===== src/rtl/spi_reg_bridge_pkg.sv =====
// SPI register bridge: shared frame layout,
// counter widths and FSM state encoding.
package spi_reg_bridge_pkg;

  localparam int FRAME_BITS    = 32;
  localparam int CMD_WRITE_BIT = 7;
  localparam int CNT_W         = 6;
  localparam int ADR_W         = 8;
  localparam int DAT_W         = 16;

  // Bit counter value seen while the last bit
  // of each field is being taken.
  localparam logic [CNT_W-1:0] CMD_LAST  = CNT_W'(7);
  localparam logic [CNT_W-1:0] ADDR_LAST = CNT_W'(15);
  localparam logic [CNT_W-1:0] DATA_LAST = CNT_W'(FRAME_BITS - 1);

  typedef enum logic [2:0] {
    ST_IDLE,
    ST_CMD,
    ST_ADDR,
    ST_DATA,
    ST_OVERRUN
  } state_e;

endpackage


===== src/rtl/spi_reg_bridge_sync_edge.sv =====
// Two-flop synchronizer with edge detection
// on the synchronized value.
module sync_edge #(
  parameter logic RST_VAL = 1'b0
) (
  input  logic clock,
  input  logic reset,
  input  logic async_i,
  output logic sync_o,
  output logic rise_o,
  output logic fall_o
);

  logic [2:0] sh_q;

  // shift in the async input; bit 2 keeps the previous synced value
  always_ff @(posedge clock) begin
    if (!reset) sh_q <= {3{RST_VAL}};
    else        sh_q <= {sh_q[1:0], async_i};
  end

  assign sync_o = sh_q[1];
  assign rise_o = sh_q[1] & ~sh_q[2];
  assign fall_o = ~sh_q[1] & sh_q[2];

endmodule


===== src/rtl/spi_reg_bridge.sv =====
// SPI mode-0 slave that turns 32-bit frames
// into register-file reads and writes.
module spi_reg_bridge
  import spi_reg_bridge_pkg::*;
#(
  parameter int CLK_RATIO_MIN = 10
) (
  input  logic             clock,
  input  logic             reset,
  input  logic             sclk,
  input  logic             cs_n,
  input  logic             mosi,
  output logic             miso,
  output logic [ADR_W-1:0] adr_out,
  output logic [DAT_W-1:0] data_wr,
  output logic             wr_enable,
  input  logic [DAT_W-1:0] data_rd,
  output logic [7:0]       frame_cnt,
  output logic             frame_err,
  input  logic             frame_err_rst
);

  logic sclk_sync, sclk_rise, sclk_fall;
  logic cs_sync, cs_rise, cs_fall;
  logic mosi_s, mosi_rise, mosi_fall;

  sync_edge #(.RST_VAL(1'b0)) u_sclk (
    .clock(clock), .reset(reset), .async_i(sclk),
    .sync_o(sclk_sync), .rise_o(sclk_rise), .fall_o(sclk_fall)
  );

  sync_edge #(.RST_VAL(1'b1)) u_cs (
    .clock(clock), .reset(reset), .async_i(cs_n),
    .sync_o(cs_sync), .rise_o(cs_rise), .fall_o(cs_fall)
  );

  sync_edge #(.RST_VAL(1'b0)) u_mosi (
    .clock(clock), .reset(reset), .async_i(mosi),
    .sync_o(mosi_s), .rise_o(mosi_rise), .fall_o(mosi_fall)
  );

  logic unused_sig;
  assign unused_sig = ^{sclk_sync, cs_rise, mosi_rise,
                        mosi_fall, CLK_RATIO_MIN[0]};

  state_e           state_q, state_d;
  logic [CNT_W-1:0] cnt_q;
  logic [14:0]      sr_q;
  logic             wr_q;
  logic [1:0]       settle_q;
  logic             armed_q;
  logic [1:0]       ld_q;
  logic [DAT_W-1:0] mshift_q;
  logic             miso_q;
  logic             wr_pend_q;
  logic             wr_en_q;
  logic [ADR_W-1:0] adr_q;
  logic [DAT_W-1:0] dwr_q;
  logic [7:0]       fcnt_q;
  logic             ferr_q;

  logic start, take_bit, cmd_done, addr_done;
  logic frame_done, abort, overrun;
  logic [7:0] rx_byte;

  assign rx_byte = {sr_q[6:0], mosi_s};

  // state register
  always_ff @(posedge clock) begin
    if (!reset) state_q <= ST_IDLE;
    else        state_q <= state_d;
  end

  // next state: cs_n high always returns to idle
  always_comb begin
    state_d = state_q;
    if (state_q != ST_IDLE && cs_sync) begin
      state_d = ST_IDLE;
    end else begin
      unique case (state_q)
        ST_IDLE:
          if (start) state_d = ST_CMD;
        ST_CMD:
          if (cmd_done) state_d = ST_ADDR;
        ST_ADDR:
          if (addr_done) state_d = ST_DATA;
        ST_DATA:
          if (frame_done) state_d = ST_OVERRUN;
        ST_OVERRUN:
          state_d = ST_OVERRUN;
        default:
          state_d = ST_IDLE;
      endcase
    end
  end

  // per-state strobes driving the datapath
  always_comb begin
    start      = 1'b0;
    take_bit   = 1'b0;
    cmd_done   = 1'b0;
    addr_done  = 1'b0;
    frame_done = 1'b0;
    abort      = 1'b0;
    overrun    = 1'b0;
    unique case (state_q)
      ST_IDLE:
        start = cs_fall & armed_q;
      ST_CMD, ST_ADDR, ST_DATA: begin
        take_bit   = sclk_rise & ~cs_sync;
        abort      = cs_sync & (cnt_q != '0);
        cmd_done   = take_bit & (state_q == ST_CMD)
                   & (cnt_q == CMD_LAST);
        addr_done  = take_bit & (state_q == ST_ADDR)
                   & (cnt_q == ADDR_LAST);
        frame_done = take_bit & (state_q == ST_DATA)
                   & (cnt_q == DATA_LAST);
      end
      ST_OVERRUN:
        overrun = sclk_rise & ~cs_sync;
      default: ;
    endcase
  end

  // arm only once cs_n is seen high after reset, so a
  // frame cut by reset is ignored until the next fall
  always_ff @(posedge clock) begin
    if (!reset) begin
      settle_q <= 2'd0;
      armed_q  <= 1'b0;
    end else begin
      if (settle_q != 2'd2) settle_q <= settle_q + 2'd1;
      if (settle_q == 2'd2 && cs_sync) armed_q <= 1'b1;
    end
  end

  // receive shift, command/address capture, bit count
  always_ff @(posedge clock) begin
    if (!reset) begin
      cnt_q <= '0;
      sr_q  <= '0;
      wr_q  <= 1'b0;
      adr_q <= '0;
    end else begin
      if (start)         cnt_q <= '0;
      else if (take_bit) cnt_q <= cnt_q + 1'b1;
      if (take_bit)  sr_q  <= {sr_q[13:0], mosi_s};
      if (start)     wr_q  <= 1'b0;
      if (cmd_done)  wr_q  <= rx_byte[CMD_WRITE_BIT];
      if (addr_done) adr_q <= rx_byte;
    end
  end

  // read path: load readback two clocks after the
  // address update, shift out on sclk falling edges
  always_ff @(posedge clock) begin
    if (!reset) begin
      ld_q     <= '0;
      mshift_q <= '0;
      miso_q   <= 1'b0;
    end else begin
      ld_q <= {ld_q[0], addr_done & ~wr_q};
      if (start) begin
        mshift_q <= '0;
        miso_q   <= 1'b0;
      end else if (ld_q[1]) begin
        mshift_q <= data_rd;
      end else if (sclk_fall && state_q == ST_DATA && !wr_q) begin
        miso_q   <= mshift_q[15];
        mshift_q <= {mshift_q[14:0], 1'b0};
      end
    end
  end

  // write strobe, frame counter and sticky error
  always_ff @(posedge clock) begin
    if (!reset) begin
      wr_pend_q <= 1'b0;
      wr_en_q   <= 1'b0;
      dwr_q     <= '0;
      fcnt_q    <= '0;
      ferr_q    <= 1'b0;
    end else begin
      wr_pend_q <= frame_done & wr_q;
      wr_en_q   <= wr_pend_q;
      if (frame_done && wr_q) dwr_q <= {sr_q, mosi_s};
      if (frame_done) fcnt_q <= fcnt_q + 8'd1;
      if (abort || overrun)   ferr_q <= 1'b1;
      else if (frame_err_rst) ferr_q <= 1'b0;
    end
  end

  assign miso      = miso_q & (state_q == ST_DATA) & ~wr_q;
  assign adr_out   = adr_q;
  assign data_wr   = dwr_q;
  assign wr_enable = wr_en_q;
  assign frame_cnt = fcnt_q;
  assign frame_err = ferr_q;

endmodule

===== config.mk =====
export PLATFORM = sky130hd
export DESIGN_NAME = spi_reg_bridge
export DESIGN_NICKNAME = d
export VERILOG_FILES = /design/src/rtl/spi_reg_bridge_pkg.sv /design/src/rtl/spi_reg_bridge_sync_edge.sv /design/src/rtl/spi_reg_bridge.sv
export SDC_FILE = /design/constraint.sdc
export NUM_CORES = 1
export LEC_CHECK = 0
export ABC_AREA = 1
export ABC_CLOCK_PERIOD_IN_PS = 1900
export CAP_MARGIN = 20
export CORE_UTILIZATION = 53
export CTS_CLUSTER_DIAMETER = 40
export DETAILED_ROUTE_END_ITERATION = 12
export MAX_ROUTING_LAYER = met4
export PLACE_DENSITY = 0.79
export SLEW_MARGIN = 30
export SYNTH_ARGS = -nofsm -noshare
export SYNTH_HDL_FRONTEND = slang
export SYNTH_SLANG_ARGS = --single-unit

===== constraint.sdc =====
create_clock -name clock -period 1.9 [get_ports clock]
set_clock_uncertainty 0.05 [all_clocks]
set_input_delay 0.19 -clock clock [delete_from_list [all_inputs] [get_ports clock]]
set_output_delay 0.19 -clock clock [all_outputs]
set_load 0.1 [all_outputs]

### After elaboration in Yosys (flattened, before gate mapping)

Cells that the tools add are included.

| word-level totals | value |
|---|---|
| memories | 0 |
| flip-flop bits (word level) | 90 |
| memory bits (read-only) | 0 |
| latch bits | 0 |
| output and inout port bits | 35 |
| memory bits (writable) | 0 |

| operators by class | value |
|---|---|
| eq/ne operators | 13 |
| reductions and logical operators | 18 |
| multiply operators | 0 |
| muxes and demuxes | 18 |
| shifts and indexed selects | 0 |
| magnitude comparators | 0 |
| $add $sub $neg | 3 |
| divide/modulo/power cells | 0 |
| bitwise logic cells | 22 |

Operators by type and width:

| kind | count |
|---|---|
| 16-bit 2-to-1 mux | 2 |
| 1-bit AND | 16 |
| 3-bit case mux with 5 select lines | 1 |
| 3-bit 2-to-1 mux | 4 |
| 1-bit 2-to-1 mux | 11 |
| 2-bit != test, second input constant | 5 |
| 8-bit by 1-bit adder with 8-bit output, second input constant | 1 |
| 6-bit by 1-bit adder with 6-bit output, second input constant | 1 |
| 3-bit by 2-bit equality test with 1-bit output, second input constant | 2 |
| 6-bit by 3-bit equality test with 1-bit output, second input constant | 1 |
| 6-bit by 4-bit equality test with 1-bit output, second input constant | 1 |
| 6-bit by 5-bit equality test with 1-bit output, second input constant | 1 |
| 1-bit inverter | 6 |
| 2-bit nonzero test | 3 |
| 6-bit nonzero test | 1 |
| 1-bit logical AND | 5 |
| 4-bit AND reduction | 1 |
| 2-bit OR reduction | 2 |
| 3-bit by 1-bit equality test with 1-bit output, second input constant | 1 |
| 3-bit equality test, second input constant | 1 |
| 3-bit logical NOT | 1 |
| 3-bit nonzero test | 1 |
| 3-bit OR reduction | 1 |
| 2-bit by 1-bit adder with 2-bit output, second input constant | 1 |
| 4 further kinds | 4 |

### Logic depth before layout (Yosys ltp)

Gate-level depths: netlist of the first run.

| logic depth | value |
|---|---|
| word-level depth | 8 |
| gate-level depth with buffers | 9 |
| depth with buffers taken out | 9 |

### Cells and area by module

Synthesis of the first run repeated with hierarchy kept, for this count alone.

| unflattened totals | value |
|---|---|
| cells, all modules | 487 |
| area total of the unflattened synthesis | 3,839.9 um2 |

Modules (own cells, without submodules):

| module | area an instance (um2) | cells each | seq. area each (um2) | instances |
|---|---|---|---|---|
| spi_reg_bridge | 3,545.9 | 449 | 1,641.6 | 1 |
| sync_edge at u_mosi ... | 100.1 | 13 | 60.1 | 2 |
| sync_edge at u_cs | 93.8 | 12 | 60.1 | 1 |

### Worst setup path after synthesis of the first run

Ideal clock, no wire load.

| path | value |
|---|---|
| kind | flip-flop to output port |
| start point | register state_q[0] |
| end point | output port miso |
| buffers on the path | 0 |
| setup slack | -161 ps |
| cell stages (with the launch flop) | 3 |
| arrival time | 1,821 ps |
| path through | dfxtp_1 nand3_2 nor2_1 |

| between the ends | value |
|---|---|
| longest elaborated chain between the ends | 3 |

Ends and longest elaborated chain:

| item | line | source |
|---|---|---|
| from (decl) | spi_reg_bridge.sv:46 | `state_e state_q, state_d;` |
| from (signal assigned) | spi_reg_bridge.sv:71 | `else state_q <= state_d;` |
| 3-bit by 2-bit equality test with 1-bit output | spi_reg_bridge.sv:193 | `assign miso = miso_q & (state_q == ST_DATA) & ~wr_q;` |
| 1-bit AND (2 in series) | spi_reg_bridge.sv:193 |  |
| to (decl) | spi_reg_bridge.sv:13 | `output logic miso,` |

No other way between the ends.

### Worst setup path in the final report of the first run

| path | value |
|---|---|
| start point | register cnt_q[0] |
| end point | register dwr_q[2], in the netlist data_wr[2] |

| between the ends | value |
|---|---|
| longest elaborated chain between the ends | 4 |

Ends and longest elaborated chain:

| item | line | source |
|---|---|---|
| from (decl) | spi_reg_bridge.sv:47 | `logic [CNT_W-1:0] cnt_q;` |
| from (signal assigned) | spi_reg_bridge.sv:146 | `else if (take_bit) cnt_q <= cnt_q + 1'b1;` |
| 6-bit by 5-bit equality test with 1-bit output | spi_reg_bridge.sv:117 | `& (cnt_q == DATA_LAST);` |
| 1-bit AND | spi_reg_bridge.sv:117 |  |
| 1-bit 2-to-1 mux | spi_reg_bridge.sv:106 | `unique case (state_q)` |
| 1-bit logical AND | spi_reg_bridge.sv:186 | `if (frame_done && wr_q) dwr_q <= {sr_q, mosi_s};` |
| to (signal assigned) | spi_reg_bridge.sv:186 |  |
| to (decl) | spi_reg_bridge.sv:58 | `logic [DAT_W-1:0] dwr_q;` |

No other way between the ends.
A chain may end at the register's enable or synchronous reset.

==> results.json, run 1 <==
{
  "post-cts-setup-buffers": 0,
  "core_area_um2": 6490,
  "crit_start": "cnt_q[0]",
  "cp-endpoint": "data_wr[2]",
  "cp_common_cell": "nand2_4",
  "worstSkewPairLatency_ns": 0.36,
  "reg2reg_slack_ns": 0.13,
  "dpl.hpwl_mm": 5.24,
  "gr-total-overflow": 0,
  "drc": 3,
  "cp_cell_sequence": "ha_2 > nand3_2 > nor2_2 > nand2_4 > inv_4 > nand2_4 > o21ai_0 > a21oi_1",
  "swShare": 0.243,
  "r2r_start": "cnt_q[0]",
  "final_max_slew_viol_count": 0,
  "synth_cell_types": 33,
  "final_layout_size_suffix_gt1_frac": 0.139,
  "maxCapViolCount": 0,
  "synth_async_sr_flop_share": 0,
  "cts_root_buf": "clkbuf_8",
  "slowest_delay_ns": 0.37,
  "criticalPathCategory": "flip-flop to flip-flop",
  "setup_tns_ns": 0,
  "grt_first_pass_wirelength_mm": 12.7,
  "reg2reg_depth": 8,
  "synth_top_family_by_area": "simple AND/OR/NAND/NOR gates",
  "place_ws_ns": 0.131,
  "r2r-end": "data_wr[2]",
  "placed_area_um2": 4170,
  "final_hold_viol_count": 0,
  "fin_crit_sh": 0.931,
  "vias": 3181,
  "cts_resized": 0,
  "clkPwrFrac": 0.369,
  "synthesis.instances": 480,
  "p_sw_mw": 0.849,
  "die_w_um": 84.9,
  "yosysWarnings": 0,
  "synthSimpleGateAreaFrac": 0.241,
  "yosys.area.top_type_share": 0.495,
  "post-route-min-period_ns": 1.77,
  "path_max_fanout": 33,
  "grt_max_degree": 56,
  "cts_buffer_depth": 2,
  "via_per_inst": 5.16,
  "synth_area_leaders": "dfxtp_1 49%, nor2_1 8.3%, nand2_1 7.4%",
  "syn_area_um2": 3640,
  "vdd_ir_drop_max_mv": 0.474,
  "synth_mux_area_frac": 0,
  "min-delay-path-class": "input pin to flip-flop",
  "clock_sinks": 90,
  "crit_family": "simple AND/OR/NAND/NOR gates",
  "syn_to_final_growth_pct": 20.0,
  "antenna_left": 0,
  "die-area_um2": 7210,
  "synthFlopType": "dfxtp_1",
  "synth_edf_count": 0,
  "die_h_um": 84.9,
  "io_buffers": 56,
  "tightestPinTransition_ns": 0.452,
  "outcome": "finished, violations left",
  "yosys_register_bits": 90,
  "ctsHoldBuffers": 0,
  "std_cell_rows": 29,
  "syn_avg_cell_area_um2": 7.59,
  "fin_hold_ws_ns": 0.309,
  "internal-power_mw": 2.65,
  "relSlewSlack": 0.697,
  "leakagePower_nw": 1.78,
  "ys_seq_area_frac": 0.495,
  "synth-xor-area-share": 0.00962,
  "synth_fa_ha_area_frac": 0.0137,
  "syn-num-nets": 506,
  "numCtsBuffers": 9,
  "violations": "DRC",
  "grt_pass1_vias": 2950,
  "dr.pass1.iters": 8,
  "final_area_um2": 4370,
  "power_density_nw_per_um2": 800,
  "htree_levels": 3,
  "grt_use_total": 0.227,
  "diodes": 0,
  "synth_area_leader_cell": "dfxtp_1",
  "p_seq_frac": 0.558,
  "worst_slack_ns": 0.131,
  "num_io_pins": 57,
  "critPathSlowestCell": "dfxtp_1",
  "rsz0062_at_grt": "no",
  "nFillCells": 563,
  "cp_num_cells": 8,
  "setup_viol": 0,
  "routed_wirelength_mm": 7.44,
  "worstPathArrival_ns": 1.95,
  "wl_per_cell_um": 12.1,
  "cp.required_ns": 2.08,
  "place.gp.congestion": 0.876,
  "comb_power_share": 0.074,
  "antenna_found_initial": 0,
  "start_kind": "flip-flop",
  "drt_iter0_markers": 113,
  "finish.net_count": 560,
  "timing.fmax_mhz": 565,
  "cts_tree": "yes",
  "end_kind": "flip-flop",
  "clkTransAtPathRegs_ns": 0.09,
  "synth_compound_area_frac": 0.148,
  "initial_utilization": 0.561,
  "cp.buffers_inverters": 1
}
-- layout make-up --
cell class / instances / area [um2] / share of cell area
clock buffers: 11 / 131 / 0.0301
multi-input cells: 312 / 1510 / 0.346
repair buffers: 62 / 543 / 0.124
flip-flops and latches: 90 / 1800 / 0.412
inverters: 59 / 224 / 0.0512
well taps: 77 / 96.3 / 0.0220
clock inverters: 5 / 62.6 / 0.0143
-- flip-flops by register name, indices dropped and copies added (netlist names), 2 cells and up --
name and flops:
u_sclk.sh_q 3, adr_out 8, u_cs.sh_q 3, frame_cnt 8
u_mosi.sh_q 2, state_q 3, settle_q 2, mshift_q 16
sr_q 15, cnt_q 6, ld_q 2, data_wr 16
-- cell usage after synthesis (4+ instances only) --
cell,count
dfxtp_1,90
nor2_1,81
nand2_1,72
inv_1,55
o21ai_0,47
a21oi_1,34
nand3_1,27
a31oi_1,14
clkbuf_1,9
o21ai_1,5
buf_2,4
buf_6,4
ha_1,4
-- worst min path at each step --
stage                   start             end  slack [ns]  cells after the start
2_1_floorplan            mosi  u_mosi.sh_q[0]        0.24                      2
3_3_place_gp     u_cs.sh_q[0]    u_cs.sh_q[1]        0.34                      1
3_5_place_dp   u_mosi.sh_q[0]  u_mosi.sh_q[1]        0.35                      2
4_1_cts                  mosi  u_mosi.sh_q[0]        0.30                      3
5_1_grt                  mosi  u_mosi.sh_q[0]        0.31                      3
6_report                 mosi  u_mosi.sh_q[0]        0.31                      3
-- logic make-up after synthesis --
family / Yosys count
xor gates and xnor gates: 4
buffers and inverters: 78
and+or+nand+nor: 201
DFF: 90
AOI/OAI and AO/OA: 103
adders and majority gates: 4
-- through the flow --
step / util / total power [mW] / cells
after floorplan: - / 2.15 / 480
after global placement: 0.642 / 2.23 / 600
after detailed placement: 0.642 / 2.25 / 600
after CTS: 0.672 / 3.52 / 616
after global routing: 0.673 / 3.64 / 616
final: 0.673 / 3.50 / 616
-- worst register-to-register path, cell delays in order (launching register included) --
cell     delay, ns
dfxtp_1       0.37
ha_2          0.24
nand3_2       0.13
nor2_2        0.20
nand2_4       0.12
inv_4         0.09
nand2_4       0.17
o21ai_0       0.22
a21oi_1       0.07
-- power groups by stage --
stage	clock, mW	combinational, mW	sequential, mW
after floorplan	0	0.165	1.99
after global placement	0	0.243	1.99
after detailed placement	0	0.255	1.99
after CTS	1.32	0.256	1.95
after global routing	1.39	0.297	1.96
final	1.29	0.258	1.95
-- cells in the final DEF, fill, tap and decap left out, drive strengths merged, types with 2 or more instances in the layout --
cell	netlist	routed
dfxtp	90	90
nor2	86	86
nand2	75	75
inv	57	58
o21ai	52	52
buf	10	41
a21oi	34	34
nand3	29	29
clkdlybuf4s50	0	21
a31oi	14	14
clkbuf	9	11
nor3	5	5
ha	4	4
nand4	3	3
xnor2	3	3
clkinv	2	3
or2	2	2
clkinvlp	0	2
-- metal layers --
metal | global-route usage | up-vias | wire length (um)
met5 | - | - | 0
li1 | - | 1647 | -
met1 | 0.270 | 1437 | 3350
met3 | 0.0418 | 14 | 304
met2 | 0.375 | 83 | 3630
met4 | 0.102 | 0 | 153
Note: power is estimated with default switching activity, not from simulation.
==> run 2: changes to the inputs <==
Settings changed: HOLD_SLACK_MARGIN from default to 0.08, SETUP_SLACK_MARGIN from default to 0.02.
==> results.json, run 2 (synthesized netlist as in run 1, its figures left out) <==
{
  "outcome": "finished, violations left",
  "violations": "DRC",
  "cts_tree": "yes",
  "setup_viol": 0,
  "maxCapViolCount": 0,
  "htree_levels": 3,
  "end_kind": "flip-flop",
  "place.gp.congestion": 0.845,
  "stdcell_count": 617,
  "finish.net_count": 562,
  "rsz0062_at_grt": "no",
  "vias": 3208,
  "post-route-min-period_ns": 1.73,
  "worst_slack_ns": 0.168,
  "io_buffers": 56,
  "syn_to_final_growth_pct": 20.2,
  "timing.fmax_mhz": 577,
  "placedCellCount": 602,
  "dr.pass1.iters": 8,
  "r2r_start": "state_q[0]",
  "die_w_um": 84.9,
  "grt_max_degree": 34,
  "cts_buffer_depth": 2,
  "cts_resized": 0,
  "tightestPinTransition_ns": 0.552,
  "mostFrequentLayoutCell": "dfxtp_1",
  "grt_pass1_vias": 2995,
  "wl_per_cell_um": 12.3,
  "core_area_um2": 6490,
  "nFillCells": 578,
  "min-delay-path-class": "input pin to flip-flop",
  "grt_first_pass_wirelength_mm": 13.1,
  "leakagePower_nw": 1.77,
  "clock_sinks": 90,
  "start_kind": "flip-flop",
  "die_h_um": 84.9,
  "holdCritStartpoint": "sclk",
  "diodes": 0,
  "ctsHoldBuffers": 0,
  "crit_start": "state_q[0]",
  "dpl.hpwl_mm": 5.28,
  "drc": 4,
  "criticalPathCategory": "flip-flop to flip-flop",
  "cts_root_buf": "clkbuf_8",
  "drt_iter0_markers": 192,
  "antenna_found_initial": 0,
  "fin_crit_sh": 0.912,
  "gr-total-overflow": 0,
  "via_per_inst": 5.20,
  "final_max_slew_viol_count": 0,
  "grt_use_total": 0.236,
  "worstSkewPairLatency_ns": 0.36,
  "relSlewSlack": 0.629,
  "worstPathArrival_ns": 1.93,
  "final_cell_mix": "89 x dfxtp_1, 80 x nor2_1, 72 x nand2_1",
  "routed_wirelength_mm": 7.58,
  "initial_utilization": 0.561,
  "setup_tns_ns": 0,
  "cp.required_ns": 2.10,
  "numCtsBuffers": 9,
  "final_layout_size_suffix_gt1_frac": 0.143,
  "vdd_ir_drop_max_mv": 0.387,
  "place_ws_ns": 0.112,
  "std_cell_rows": 29,
  "final_hold_viol_count": 0,
  "post-cts-setup-buffers": 0,
  "antenna_left": 0,
  "path_max_fanout": 16,
  "clkTransAtPathRegs_ns": 0.08,
  "power_density_nw_per_um2": 800,
  "num_io_pins": 57,
  "die-area_um2": 7210
}
## run 2: changes by cell type in the layout (fill, tap and decap cells not counted), sizes merged
| cell | change |
|---|---|
| buf | +2 |
| clkinvlp | -1 |
## run 2: per-layer routing
metal | up-vias | part of all wire | GRT usage
li1 | 1654 | - | -
met1 | 1477 | 0.46 | 0.278
met2 | 62 | 0.49 | 0.397
met3 | 15 | 0.032 | 0.0350
met4 | 0 | 0.022 | 0.112
met5 | - | 0 | -
## run 2: per-stage QoR
stage / util / hold WS (ns) / instance area, um2 / power, mW
detailed placement: 0.643 / 0.347 / 4180 / 2.24
finish: 0.674 / 0.310 / 4380 / 3.50
global placement: 0.643 / 0.345 / 4180 / 2.23
floorplan: - / 0.238 / 3650 / 2.15
CTS: 0.673 / 0.298 / 4370 / 3.52
global route: 0.674 / 0.333 / 4380 / 3.64
## run 2: critical path, stage by stage (launching register included)
cell and delay (ns):
dfxtp_1 0.36, nor2_1 0.21, nand2_1 0.13, o21ai_1 0.48, buf_4 0.32, a31oi_1 0.06
## run 2: worst paths after layout
path,to,slack (ns),depth (start not counted)
setup / recovery,mshift_q[7],0.17,5
hold / removal,u_sclk.sh_q[0],0.31,3
setup reg to reg,mshift_q[7],0.17,5
hold reg to reg,u_sclk.sh_q[1],0.37,2
## run 2: final cells by class
class                   instances  area, um2  share of cell area
inverters                      59        224              0.0511
clock buffers                  11        141              0.0323
well taps                      77       96.3              0.0220
clock inverters                 4       51.3              0.0117
multi-input cells             312       1520               0.347
flip-flops and latches         90       1800               0.412
repair buffers                 64        546               0.125
## run 2: where the power goes
part | leakage [nW] | switching (mW) | internal (mW) | total (mW)
Clock | 0.0958 | 0.660 | 0.640 | 1.30
Combinational | 0.946 | 0.144 | 0.108 | 0.252
Sequential | 0.727 | 0.0288 | 1.92 | 1.95
Total | 1.77 | 0.833 | 2.67 | 3.50
==> run 3: changes to the inputs <==
Settings changed: CORE_MARGIN from default to 10, SETUP_SLACK_MARGIN 0.02 to 0.3, SKIP_CTS_REPAIR_TIMING from default to 1.
==> results.json, run 3 (synthesized netlist as in run 1, its figures left out) <==
{
  "num_io_pins": 57,
  "maxCapViolCount": 0,
  "setup_tns_ns": 0,
  "vdd_ir_drop_max_mv": 0.427,
  "drc": 0,
  "crit_start": "cnt_q[0]",
  "grt_first_pass_wirelength_mm": 13.0,
  "placedCellCount": 605,
  "initial_utilization": 0.542,
  "htree_levels": 3,
  "die_w_um": 103,
  "final_hold_viol_count": 0,
  "final_cell_mix": "80 x nor2_1, 76 x dfxtp_1, 72 x nand2_1",
  "core_area_um2": 6720,
  "cts_buffer_depth": 2,
  "post-route-min-period_ns": 1.57,
  "grt_max_degree": 56,
  "gr-total-overflow": 0,
  "place.gp.congestion": 0.836,
  "setup_viol": 0,
  "std_cell_rows": 30,
  "clkTransAtPathRegs_ns": 0.09,
  "holdCritStartpoint": "sclk",
  "relSlewSlack": 0.749,
  "drt_iter0_markers": 145,
  "critPathSlowestCell": "dfxtp_2",
  "grt_pass1_vias": 2932,
  "criticalPathCategory": "flip-flop to flip-flop",
  "timing.fmax_mhz": 637,
  "die-area_um2": 10600,
  "cp-endpoint": "data_wr[10]",
  "end_kind": "flip-flop",
  "leakagePower_nw": 1.87,
  "start_kind": "flip-flop",
  "routed_wirelength_mm": 8.20,
  "grt_use_total": 0.153,
  "vias": 3252,
  "outcome": "finished, final reports clean",
  "rsz0062_at_grt": "no",
  "wl_per_cell_um": 13.1,
  "numCtsBuffers": 9,
  "antenna_found_initial": 0,
  "cts_root_buf": "clkbuf_8",
  "syn_to_final_growth_pct": 25.7,
  "r2r-end": "data_wr[10]",
  "p_total_mw": 3.70,
  "diodes": 0,
  "worstSkewPairLatency_ns": 0.35,
  "final_layout_size_suffix_gt1_frac": 0.182,
  "final_core_util": 0.681,
  "dpl.hpwl_mm": 5.33,
  "stdcell_count": 628,
  "cp.required_ns": 2.09,
  "slowest_delay_ns": 0.37,
  "fin_crit_sh": 0.826,
  "reg2reg_slack_ns": 0.33,
  "path_max_fanout": 17,
  "finish.net_count": 569,
  "final_max_slew_viol_count": 0,
  "io_buffers": 56,
  "worstPathArrival_ns": 1.76,
  "r2r_start": "cnt_q[0]",
  "reg2reg_depth": 8,
  "mostFrequentLayoutCell": "nor2_1",
  "cp_cell_sequence": "ha_4 > nand3_4 > nor2_4 > nand2_4 > inv_6 > nand2_8 > o21ai_0 > a21oi_1",
  "dr.pass1.iters": 4,
  "power_density_nw_per_um2": 807,
  "clock_sinks": 90,
  "die_h_um": 103,
  "cts_tree": "yes",
  "antenna_left": 0,
  "tightestPinTransition_ns": 0.372,
  "via_per_inst": 5.18,
  "min-delay-path-class": "input pin to flip-flop"
}
[run 3: metrics by stage]
stage / instance area [um2] / hold WS, ns / worst slack (ns)
2_1_floorplan: 3650 / 0.238 / 0.298
3_3_place_gp: 4200 / 0.345 / 0.217
4_1_cts: 4440 / 0.317 / 0.120
5_1_grt: 4580 / 0.331 / 0.232
3_5_place_dp: 4200 / 0.350 / 0.139
6_report: 4580 / 0.312 / 0.331
[run 3: critical path: cells and delay by family (launching register included)]
kind,cells,cell delay [ns]
simple gates,4,0.47
buf+inv,1,0.11
compound gates,2,0.28
flops,1,0.37
fa+ha+maj,1,0.18
[run 3: area by class of cell]
| type | count | area [um2] |
|---|---|---|
| fillers | 569 | 2140 |
| flip-flops and latches | 90 | 1820 |
| multi-input cells | 313 | 1570 |
| repair buffers | 70 | 619 |
| inverters | 59 | 228 |
| clock buffers | 11 | 151 |
| well taps | 80 | 100 |
| clock inverters | 5 | 85.1 |
[run 3: worst min path at each step]
stage,cells after the start,slack (ns),to
after floorplan,2,0.24,u_mosi.sh_q[0]
after global placement,2,0.35,wr_enable
after detailed placement,2,0.35,u_mosi.sh_q[1]
after CTS,3,0.32,u_sclk.sh_q[0]
after global routing,3,0.33,u_sclk.sh_q[0]
final,3,0.31,u_sclk.sh_q[0]
[run 3: layer usage]
layer | GRT usage | share of wire | vias to the layer above
met5 | - | 0 | -
li1 | - | - | 1672
met2 | 0.252 | 0.49 | 88
met1 | 0.179 | 0.45 | 1487
met4 | 0.0513 | 0.0067 | 0
met3 | 0.0369 | 0.057 | 5
[run 3: where the power goes]
part           internal [mW]  leakage [nW]  switching (mW)
Sequential              1.92         0.733          0.0306
Combinational          0.110          1.02           0.147
Clock                  0.820         0.116           0.665
Total                   2.85          1.87           0.843
